File: src/rtl/rf_pkg.sv
// Shared defaults and per-port state encoding for the two-read, one-write register file.
package rf_pkg;

    localparam int RF_DATA_W   = 16;
    localparam int RF_NUM_REGS = 8;
    localparam int RF_ADDR_W   = $clog2(RF_NUM_REGS);

    typedef enum logic {
        IDLE  = 1'b0,
        VALID = 1'b1
    } port_state_e;

endpackage

File: src/rtl/rf_read_port.sv
// One registered read port: IDLE/VALID state, same-edge write bypass and data output register.
module rf_read_port
    import rf_pkg::*;
#(
    parameter int DATA_W = RF_DATA_W,
    parameter int ADDR_W = RF_ADDR_W
) (
    input  logic              clk,
    input  logic              rst,
    input  logic              req,
    input  logic [ADDR_W-1:0] addr,
    input  logic [DATA_W-1:0] mem_data,
    input  logic              we,
    input  logic [ADDR_W-1:0] waddr,
    input  logic [DATA_W-1:0] wdata,
    output logic [DATA_W-1:0] data,
    output logic              valid
);

    port_state_e       state_r;
    port_state_e       state_nxt_s;
    logic [DATA_W-1:0] data_r;
    logic [DATA_W-1:0] capture_s;
    logic              bypass_s;
    logic              valid_s;

    // port state register
    always_ff @(posedge clk or posedge rst) begin
        if (rst) begin
            state_r <= IDLE;
        end else begin
            state_r <= state_nxt_s;
        end
    end

    // next-state: a request always lands in VALID, no request returns to IDLE
    always_comb begin
        state_nxt_s = state_r;
        case (state_r)
            IDLE: begin
                if (req) state_nxt_s = VALID;
                else     state_nxt_s = IDLE;
            end
            VALID: begin
                if (req) state_nxt_s = VALID;
                else     state_nxt_s = IDLE;
            end
            default: state_nxt_s = IDLE;
        endcase
    end

    // valid is a pure decode of the state flop
    always_comb begin
        valid_s = 1'b0;
        case (state_r)
            VALID:   valid_s = 1'b1;
            IDLE:    valid_s = 1'b0;
            default: valid_s = 1'b0;
        endcase
    end

    assign bypass_s = we && (waddr == addr) && (addr != {ADDR_W{1'b0}});

    // capture source; address 0 is forced to zero so a discarded write cannot leak through
    always_comb begin
        capture_s = {DATA_W{1'b0}};
        if (addr == {ADDR_W{1'b0}}) begin
            capture_s = {DATA_W{1'b0}};
        end else if (bypass_s) begin
            capture_s = wdata;
        end else begin
            capture_s = mem_data;
        end
    end

    // output data register; holds its last value whenever no request is made
    always_ff @(posedge clk or posedge rst) begin
        if (rst) begin
            data_r <= {DATA_W{1'b0}};
        end else if (req) begin
            data_r <= capture_s;
        end else begin
            data_r <= data_r;
        end
    end

    assign data  = data_r;
    assign valid = valid_s;

endmodule

File: src/rtl/regfile_2r1w.sv
// Register file with two independent registered read ports and one write port; register 0 reads as zero.
module regfile_2r1w
    import rf_pkg::*;
#(
    parameter int DATA_W   = RF_DATA_W,
    parameter int NUM_REGS = RF_NUM_REGS,
    parameter int ADDR_W   = $clog2(NUM_REGS)
) (
    input  logic              clk,
    input  logic              rst,
    input  logic              we,
    input  logic [ADDR_W-1:0] waddr,
    input  logic [DATA_W-1:0] wdata,
    input  logic              ra_req,
    input  logic [ADDR_W-1:0] ra_addr,
    input  logic              rb_req,
    input  logic [ADDR_W-1:0] rb_addr,
    output logic [DATA_W-1:0] ra_data,
    output logic              ra_valid,
    output logic [DATA_W-1:0] rb_data,
    output logic              rb_valid
);

    logic [DATA_W-1:0] mem_r [NUM_REGS];
    logic [DATA_W-1:0] mem_a_s;
    logic [DATA_W-1:0] mem_b_s;
    logic              wr_en_s;

    assign wr_en_s = we && (waddr != {ADDR_W{1'b0}});

    // storage; entry 0 is never written so it stays at its reset value of zero
    always_ff @(posedge clk or posedge rst) begin
        if (rst) begin
            mem_r <= '{default: {DATA_W{1'b0}}};
        end else if (wr_en_s) begin
            mem_r[waddr] <= wdata;
        end else begin
            mem_r <= mem_r;
        end
    end

    assign mem_a_s = mem_r[ra_addr];
    assign mem_b_s = mem_r[rb_addr];

    rf_read_port #(
        .DATA_W (DATA_W),
        .ADDR_W (ADDR_W)
    ) u_port_a (
        .clk      (clk),
        .rst      (rst),
        .req      (ra_req),
        .addr     (ra_addr),
        .mem_data (mem_a_s),
        .we       (we),
        .waddr    (waddr),
        .wdata    (wdata),
        .data     (ra_data),
        .valid    (ra_valid)
    );

    rf_read_port #(
        .DATA_W (DATA_W),
        .ADDR_W (ADDR_W)
    ) u_port_b (
        .clk      (clk),
        .rst      (rst),
        .req      (rb_req),
        .addr     (rb_addr),
        .mem_data (mem_b_s),
        .we       (we),
        .waddr    (waddr),
        .wdata    (wdata),
        .data     (rb_data),
        .valid    (rb_valid)
    );

endmodule

File: config.mk
export PLATFORM = sky130hd
export DESIGN_NAME = regfile_2r1w
export DESIGN_NICKNAME = d
export VERILOG_FILES = /design/src/rtl/rf_pkg.sv /design/src/rtl/rf_read_port.sv /design/src/rtl/regfile_2r1w.sv
export SDC_FILE = /design/constraint.sdc
export NUM_CORES = 1
export LEC_CHECK = 0
export CAP_MARGIN = 20
export CORE_MARGIN = 8
export CORE_UTILIZATION = 50
export DETAILED_ROUTE_END_ITERATION = 10
export PLACE_DENSITY_LB_ADDON = 0.08
export SYNTH_ARGS = -nofsm -noshare
export SYNTH_HDL_FRONTEND = slang
export SYNTH_SLANG_ARGS = --single-unit
File: constraint.sdc
create_clock -name clk -period 13.2 [get_ports clk]
set_input_delay 2.64 -clock clk [delete_from_list [all_inputs] [get_ports clk]]
set_output_delay 2.64 -clock clk [all_outputs]
set_load 0.05 [all_outputs]
==> results of run 1 <==
-- cell families (layout without fill, tap and decap cells) --
family / after synthesis / in the layout / synth area share [%]
DFF: 162 / 162 / 49.0
AOI/OAI and AO/OA: 34 / 34 / 4.05
xor gates and xnor gates: 6 / 6 / 0.635
buffers and inverters: 58 / 116 / 3.52
muxes: 208 / 208 / 39.2
and+or+nand+nor: 46 / 46 / 3.61
-- final cells by class --
cell class / instances / area [um2]
Tap cell: 220 / 275
Inverter: 1 / 8.76
Clock inverter: 9 / 105
Fill cell: 1237 / 6720
Multi-Input combinational cell: 294 / 3960
Timing Repair Buffer: 83 / 811
Clock buffer: 23 / 478
Sequential cell: 162 / 4050
-- report_power, final --
part	switching, uW	total [uW]	internal (uW)
Clock	192	485	293
Sequential	64.8	661	596
Combinational	196	413	217
-- cell usage in the layout (no fill, tap or decap) --
cell type and n:
dfrtp_1 162, mux2_2 144, clkdlybuf4s50_1 61, mux4_1 48, nor2b_1 34, a221o_1 32
buf_4 18, clkbuf_16 17, mux4_2 16, xnor2_1 6, clkinvlp_4 4, nand4_1 3
nand4b_1 3, clkbuf_1 3, clkbuf_8 3, clkinv_2 3, nor4bb_4 2, o31ai_1 2
nor2_1 2, bufinv_16 2, buf_2 2, buf_16 2, nand2_1 1, nor3_2 1
inv_6 1
-- metal layers --
metal | share of wire, % | up-vias | wire [um] | GRT usage [%]
met5 | 0 | - | 0 | 0
li1 | - | 2120 | - | -
met4 | 1.3 | 0 | 268 | 6.41
met3 | 6.2 | 18 | 1290 | 4.99
met2 | 50 | 158 | 10500 | 34.2
met1 | 42 | 2673 | 8850 | 28.1
-- final timing paths --
| path | startpoint | to | slack (ns) |
|---|---|---|---|
| max in group asynchronous | rst | mem_r[29] | 9.25 |
| max | rb_req | u_port_b.data[15] | 8.63 |
| max reg2reg | mem_r[79] | u_port_b.data[15] | 11.54 |
| min reg2reg | mem_r[125] | mem_r[125] | 0.39 |
| min in group asynchronous | rst | mem_r[74] | 2.53 |
| min | mem_r[125] | mem_r[125] | 0.39 |
-- worst max-delay path, stage by stage --
cell and delay (ns):
clkdlybuf4s50_1 1.14, o31ai_1 0.22, nor2b_1 0.38, buf_4 0.34
a221o_1 0.19
-- per-stage QoR --
step           power, uW  std cells
2_1_floorplan        951        514
6_report            1560        792
5_1_grt             1630        792
3_5_place_dp        1080        759
3_3_place_gp        1070        758
4_1_cts             1570        791
-- registers in the layout, indices dropped and copies added (netlist names) --
| signal | count |
|---|---|
| u_port_b.data | 16 |
| u_port_a.data | 16 |
| mem_r | 128 |
| u_port_a.state_r | 1 |
| u_port_b.state_r | 1 |
==> run_results.csv, run 1 <==
group,metric,value,unit
routing,dr.pass1.iters,5,
timing,setup_slack,8.63,ns
clocking,clk_latency,0.42,ns
synth,synth_cells,514,
global_routing,track_usage,21.2,%
synth,yosysUniqueCellTypes,19,
layout,final_nets,589,
routing,detail_route.iter0.violations,364,
layout,utilization,59.1,%
floorplan,die_y,145,um
worst_setup_path,worst_ep_required_time,13.55,ns
routing,drt-vias-per-instance,6.27,
worst_setup_path,rr_worst_depth,3,
clocking,cts_buffer_depth,2,
synth,synth_top_area_cell,"dfrtp_1",
placed_design,pre_cts_slack,8.15,ns
global_routing,grt_max_degree,112,
layout,design_area,0.00969,mm2
global_routing,overflow,0,
min_path,min_path_cells,0,
clocking,cts-root-buf,"clkbuf_16",
synth,avgSynthCellArea,16.1,um2
floorplan,rows,47,
layout,drive_above_1_share,37.6,%
layout,syn2layout_area_growth,17.1,%
worst_setup_path,start_kind,"primary input",
placed_design,postPlaceCellArea,0.00908,mm2
clocking,htree_levels,4,
placed_design,dpl.hpwl,12200,um
synth,async_flop_share,100,%
global_routing,grt_pass1_vias,5284,
run_status,status,"finished clean",
floorplan,die-width,145,um
timing,maxSlewHeadroom,32.6,%
routing,ant_nets,0,
run,cap_viol_max_count,0,
timing,rsz0062_at_grt,"false",
clocking,post-cts-setup-buffer-count,0,
floorplan,pin_count,64,
worst_setup_path,path_max_fanout,18,
clocking,hold_buffers,0,
synth,synth_area_leaders,"dfrtp_1 49%, mux2_2 20%, mux4_1 15%",
global_routing,antenna_found_initial,0,
synth,synth-edff-count,0,
worst_setup_path,arrival,4.92,ns
clocking,cts_resized,0,
layout,antenna_cells,0,
floorplan,fp.dieArea,0.0209,mm2
timing,hold_ws,0.389,ns
timing,fmax,219,MHz
pwr,power_density,161,mW/mm2
synth,synth_common_cells,"162 x dfrtp_1, 144 x mux2_2, 48 x mux4_1",
timing,final-setup-viol-count,0,
placed_design,globalplace.congestion,0.704,
timing,finClkSkew,0.00997,ns
global_routing,grt_pass1_wl,32200,um
synth,yosysSeqAreaShare,49.0,%
floorplan,initial_utilization,50.4,%
synth,synth.most_common_cell,"dfrtp_1",
clocking,cts_tree,"yes",
synth,synthFlopType,"dfrtp_1",
timing,min_period_over_period,34.6,%
clocking,cts_buffers,17,
floorplan,core_area,0.0164,mm2
pwr,p_leak,0.00413,uW
synth,syn_nets,544,
synth,synth_top_area_share,49.0,%
synth,syn_area,0.00828,mm2
routing,post_drt_wl_per_cell,26.4,um
synth,ys_warn_count,0,
timing,fin_setup_tns,0,ns
clocking,clock-sinks,162,
worst_setup_path,path_class,"in2reg",
worst_setup_path,worstSetupEndpointType,"register",
timing,worstMarginPinSlew,1.01,ns
timing,hold_viol_final,0,
routing,wirelength,20900,um
min_path,hold_class,"reg2reg",
timing,slew_violations,0,
placed_design,io_buffers,63,
clocking,clkTransAtPathRegs,0.06,ns
synth,synth-seq-cells,162,
routing,num_vias,4969,
pwr,ir_drop,0.0943,mV
timing,fin_crit,4.57,ns
routing,drcViolationCount,0,
Note: power is estimated with default switching activity, not from simulation.
==> inputs of run 2 (changes only) <==
clock period = 4.28 ns   (was 13.2 ns; I/O delays follow)
==> run 2 against run 1 <==
Against the previous run: critical path depth stayed put; largest power group unchanged; combinational power grew to 3.1 times the previous value; non-clock buffer count grew 5; critical path type unchanged; largest cell class unchanged; sequential share of layout area shrank 0.34 points; final cell count up 0.63%; cell area grew 0.83%; flip-flop and latch count stayed put.
==> run_results.csv, run 2 (synthesis gave the netlist of run 1 again) <==
group,metric,value,unit
layout,largest_reg_flops,128,
pwr,ir_drop,0.297,mV
floorplan,die-width,145,um
worst_setup_path,worstSetupEndpointType,"register",
global_routing,busiest_layer,"met2",
layout,top_register,"mem_r",
placed_design,globalplace.congestion,0.759,
clocking,htree_levels,4,
floorplan,pin_count,64,
clocking,clkTransAtPathRegs,0.06,ns
worst_setup_path,r2r_slack,2.66,ns
routing,detail_route.iter0.violations,267,
placed_design,dpl.hpwl,12500,um
layout,antenna_cells,0,
global_routing,grt_pass1_wl,32700,um
worst_setup_path,crit_start,"ra_addr[2]",
global_routing,grt_max_degree,163,
worst_setup_path,reg2reg_from,"mem_r[79]",
clocking,cts_buffers,17,
timing,final-setup-viol-count,0,
timing,fmax,359,MHz
worst_setup_path,path_max_fanout,14,
worst_setup_path,setup.worst_path.end,"u_port_a.data[1]",
run,cap_viol_max_count,0,
floorplan,core_area,0.0164,mm2
clocking,clock-sinks,162,
clocking,clk_latency,0.42,ns
clocking,hold_buffers,0,
global_routing,overflow,0,
pwr,p_leak,0.00419,uW
timing,hold_viol_final,0,
clocking,post-cts-setup-buffer-count,0,
floorplan,rows,47,
layout,drive_above_1_share,38.1,%
pwr,finalPower,4990,uW
routing,num_vias,4980,
worst_setup_path,arrival,3.08,ns
routing,drt-vias-per-instance,6.25,
worst_setup_path,path_class,"in2reg",
global_routing,grt_use_met1,28.1,%
timing,worstMarginPinSlew,0.885,ns
placed_design,io_buffers,63,
run_status,status,"finished clean",
routing,post_drt_wl_per_cell,25.9,um
worst_setup_path,start_kind,"primary input",
clocking,cts_buffer_depth,2,
global_routing,grt_use_met3,4.53,%
timing,min_period_over_period,65.1,%
worst_setup_path,r2r-end,"u_port_b.data[15]",
min_path,hold_class,"reg2reg",
clocking,cts-root-buf,"clkbuf_16",
layout,final_nets,594,
layout,num-fill-cells,1241,
worst_setup_path,worst_ep_required_time,4.57,ns
global_routing,antenna_found_initial,0,
layout,final_common_cell,"dfrtp_1",
clocking,cts_tree,"yes",
timing,rsz0062_at_grt,"false",
routing,ant_nets,0,
routing,wirelength,20600,um
layout,syn2layout_area_growth,18.1,%
floorplan,fp.dieArea,0.0209,mm2
clocking,cts_resized,0,
min_path,min-delay-start,"mem_r[122]",
worst_setup_path,rr_worst_depth,3,
routing,dr.pass1.iters,4,
pwr,power_density,510,mW/mm2
floorplan,die_y,145,um
timing,slew_violations,0,
timing,finClkSkew,0.00829,ns
timing,fin_setup_tns,0,ns
timing,maxSlewHeadroom,41.0,%
floorplan,initial_utilization,50.4,%
global_routing,grt_pass1_vias,5381,
timing,fin_crit,2.79,ns
global_routing,track_usage,21.3,%
global_routing,met2_usage,34.7,%
layout,utilization,59.6,%
layout,final_cell_mix,"162 x dfrtp_1, 144 x mux2_2, 61 x clkdlybuf4s50_1",
routing,drcViolationCount,0,
==> run 2: cell types whose count changed in the layout (fill, tap and decap cells not counted) <==
cell,previous run,this run
buf_4,18,24
bufinv_16,2,5
buf_16,2,0
clkinvlp_4,4,2
buf_12,0,1
clkinv_2,3,2
clkinv_4,0,1
inv_6,1,0
==> run 2: worst max-delay path, cell delays in order <==
cell and delay, ns:
clkdlybuf4s50_1 0.93, buf_4 0.37, mux4_2 0.33, mux2_2 0.29, a221o_1 0.30
==> run 2: worst min path at each step <==
| stage | cells after the start | to | slack (ns) |
|---|---|---|---|
| global placement | 0 | mem_r[121] | 0.37 |
| finish | 0 | mem_r[122] | 0.39 |
| CTS | 0 | mem_r[122] | 0.39 |
| floorplan | 1 | mem_r[114] | 0.44 |
| global route | 0 | mem_r[123] | 0.40 |
| detailed placement | 0 | mem_r[122] | 0.38 |
==> run 2: metrics by stage <==
step	std cells	setup slack, ns	hold WS, ns	instance area (um2)
floorplan	514	1.37	0.436	8280
global placement	765	1.14	0.373	9120
detailed placement	765	1.09	0.379	9120
CTS	797	1.53	0.393	9770
global route	797	1.38	0.404	9770
finish	797	1.49	0.391	9770
==> run 2: layout make-up <==
type | instances | area, um2 | area share [%]
timing repair buffer | 88 | 821 | 8.40
sequential | 162 | 4050 | 41.5
clock buffer | 23 | 478 | 4.89
tap | 220 | 275 | 2.82
multi-input combinational | 294 | 3960 | 40.5
inverter | 1 | 7.51 | 0.0768
clock inverter | 9 | 176 | 1.81
==> run 2: layer usage <==
layer	wire length (um)	part of all wire, %	up-vias
li1	-	-	2135
met1	9070	44	2685
met2	10200	49	135
met3	962	4.7	25
met4	376	1.8	0
met5	0	0	-
==> run 2: report_power, final <==
part           internal, uW  total, uW  switching [uW]
Clock                  1080       1680             600
Sequential             1840       2040             198
Combinational           670       1270             597
==> inputs of run 3 (changes only) <==
clock period = 2.3 ns   (was 4.28 ns; I/O delays follow)
==> run 3 against run 2 <==
Against the previous run: global-route usage increased by 0.46 points; final cell count increased by 3.6%; setup slack got worse by 1.3 ns; sequential power increased by 86%; cell area increased by 3.4%; first-iteration DRC count unchanged; non-clock buffer count increased by 30; critical endpoint is now rb_data[11]; flip-flop and latch count unchanged.
==> run_results.csv, run 3 (synthesis gave the netlist of run 1 again) <==
group,metric,value,unit
pwr,finalPower,9060,uW
timing,finClkSkew,0.0103,ns
clocking,cts_buffer_depth,2,
placed_design,io_buffers,63,
placed_design,pre_cts_slack,-0.0215,ns
timing,slew_violations,0,
floorplan,die-width,145,um
layout,design_area,0.0101,mm2
routing,drt-vias-per-instance,6.07,
layout,top_register,"mem_r",
floorplan,initial_utilization,50.4,%
pwr,p_clk_share,31.2,%
global_routing,overflow,0,
min_path,hold_class,"reg2reg",
worst_setup_path,rr_worst_depth,3,
routing,num_vias,5012,
global_routing,grt_pass1_vias,5444,
timing,worstMarginPinSlew,0.527,ns
worst_setup_path,path_max_fanout,2,
routing,detail_route.iter0.violations,267,
routing,wirelength,21300,um
pwr,sw_frac_of_total,29.0,%
clocking,clkTransAtPathRegs,0.06,ns
timing,fmax,478,MHz
placed_design,dpl.hpwl,13900,um
pwr,seqPwrFrac,42.0,%
clocking,cts_buffers,17,
pwr,power_density,897,mW/mm2
min_path,min_path_cells,0,
global_routing,track_usage,21.7,%
layout,syn2layout_area_growth,22.1,%
timing,fin_crit,2.09,ns
pwr,p_leak,0.00436,uW
worst_setup_path,arrival,1.63,ns
clocking,cts_resized,0,
worst_setup_path,worst_ep_required_time,1.84,ns
layout,num-fill-cells,1199,
placed_design,postPlaceCellArea,0.00952,mm2
timing,hold_ws,0.392,ns
layout,antenna_cells,0,
layout,drive_above_1_share,41.4,%
layout,final_cell_mix,"162 x dfrtp_1, 144 x mux2_2, 61 x clkdlybuf4s50_1",
worst_setup_path,worst-path-stages,1,
timing,final-setup-viol-count,0,
worst_setup_path,worstSetupEndpointType,"output pin",
floorplan,rows,47,
worst_setup_path,crit_path_cell_trace,"clkdlybuf4s50_1",
timing,min_period_over_period,91.0,%
run,cap_viol_max_count,0,
timing,hold_viol_final,0,
floorplan,pin_count,64,
routing,ant_nets,0,
worst_setup_path,cp_num_buf_inv,1,
pwr,ir_drop,0.665,mV
timing,rsz0062_at_grt,"false",
layout,multi_input_area,0.00396,mm2
floorplan,fp.dieArea,0.0209,mm2
routing,drcViolationCount,0,
clocking,htree_levels,4,
clocking,post-cts-setup-buffer-count,0,
worst_setup_path,max_stage_delay,0.84,ns
timing,setup_slack,0.206,ns
layout,final_nets,624,
layout,largest_reg_flops,128,
clocking,hold_buffers,0,
clocking,cts-root-buf,"clkbuf_16",
floorplan,core_area,0.0164,mm2
worst_setup_path,cp_slowest_cell,"clkdlybuf4s50_1",
pwr,p_sw,2630,uW
worst_setup_path,cpLargestDelayFamily,"buffers and inverters",
global_routing,antenna_found_initial,0,
worst_setup_path,path_class,"reg2out",
pwr,p_comb_share,26.8,%
layout,seqCellArea,0.00405,mm2
pwr,p_int,6430,uW
clocking,clock-sinks,162,
worst_setup_path,start_kind,"register",
run_status,status,"finished clean",
placed_design,globalplace.congestion,0.784,
clocking,clk_latency,0.42,ns
timing,maxSlewHeadroom,64.8,%
routing,post_drt_wl_per_cell,25.7,um
floorplan,die_y,145,um
clocking,cts_tree,"yes",
timing,fin_setup_tns,0,ns
global_routing,grt_pass1_wl,33200,um
global_routing,grt_max_degree,46,
routing,dr.pass1.iters,4,
layout,final_common_cell,"dfrtp_1",
## run 3: layout make-up
type / count / area share [%]
clock buffer: 22 / 4.79
clock inverter: 9 / 1.04
inverter: 1 / 0.0743
multi-input combinational: 294 / 39.2
sequential: 162 / 40.1
tap: 220 / 2.72
timing repair buffer: 118 / 12.1
## run 3: path summary, 6_finish.rpt
path,startpoint,endpoint,slack (ns)
setup / recovery,u_port_b.data[11],rb_data[11],0.21
hold / removal,mem_r[121],mem_r[121],0.39
setup reg to reg,mem_r[74],u_port_a.data[10],0.66
hold reg to reg,mem_r[121],mem_r[121],0.39
max in group asynchronous,rst,mem_r[32],1.13
min in group asynchronous,rst,mem_r[93],0.41
## run 3: power by group through the flow
stage                     clock (uW)  combinational [uW]  sequential [uW]
after floorplan                    0                1280             4180
after global placement             0                2390             3810
after detailed placement           0                2440             3850
after CTS                       2890                2450             3800
after global routing            3020                2570             3880
final                           2830                2430             3800
## run 3: stage by stage
step                      utilization, %  std cells
after floorplan                        -        514
after global placement              58.0        795
after detailed placement            58.0        795
after CTS                           61.6        826
after global routing                61.6        826
final                               61.6        826
## run 3: layer usage
metal | GRT usage, % | routed length, um
met5 | 0 | 0
met4 | 4.49 | 212
met3 | 4.46 | 821
met2 | 36.1 | 10600
met1 | 29.0 | 9580
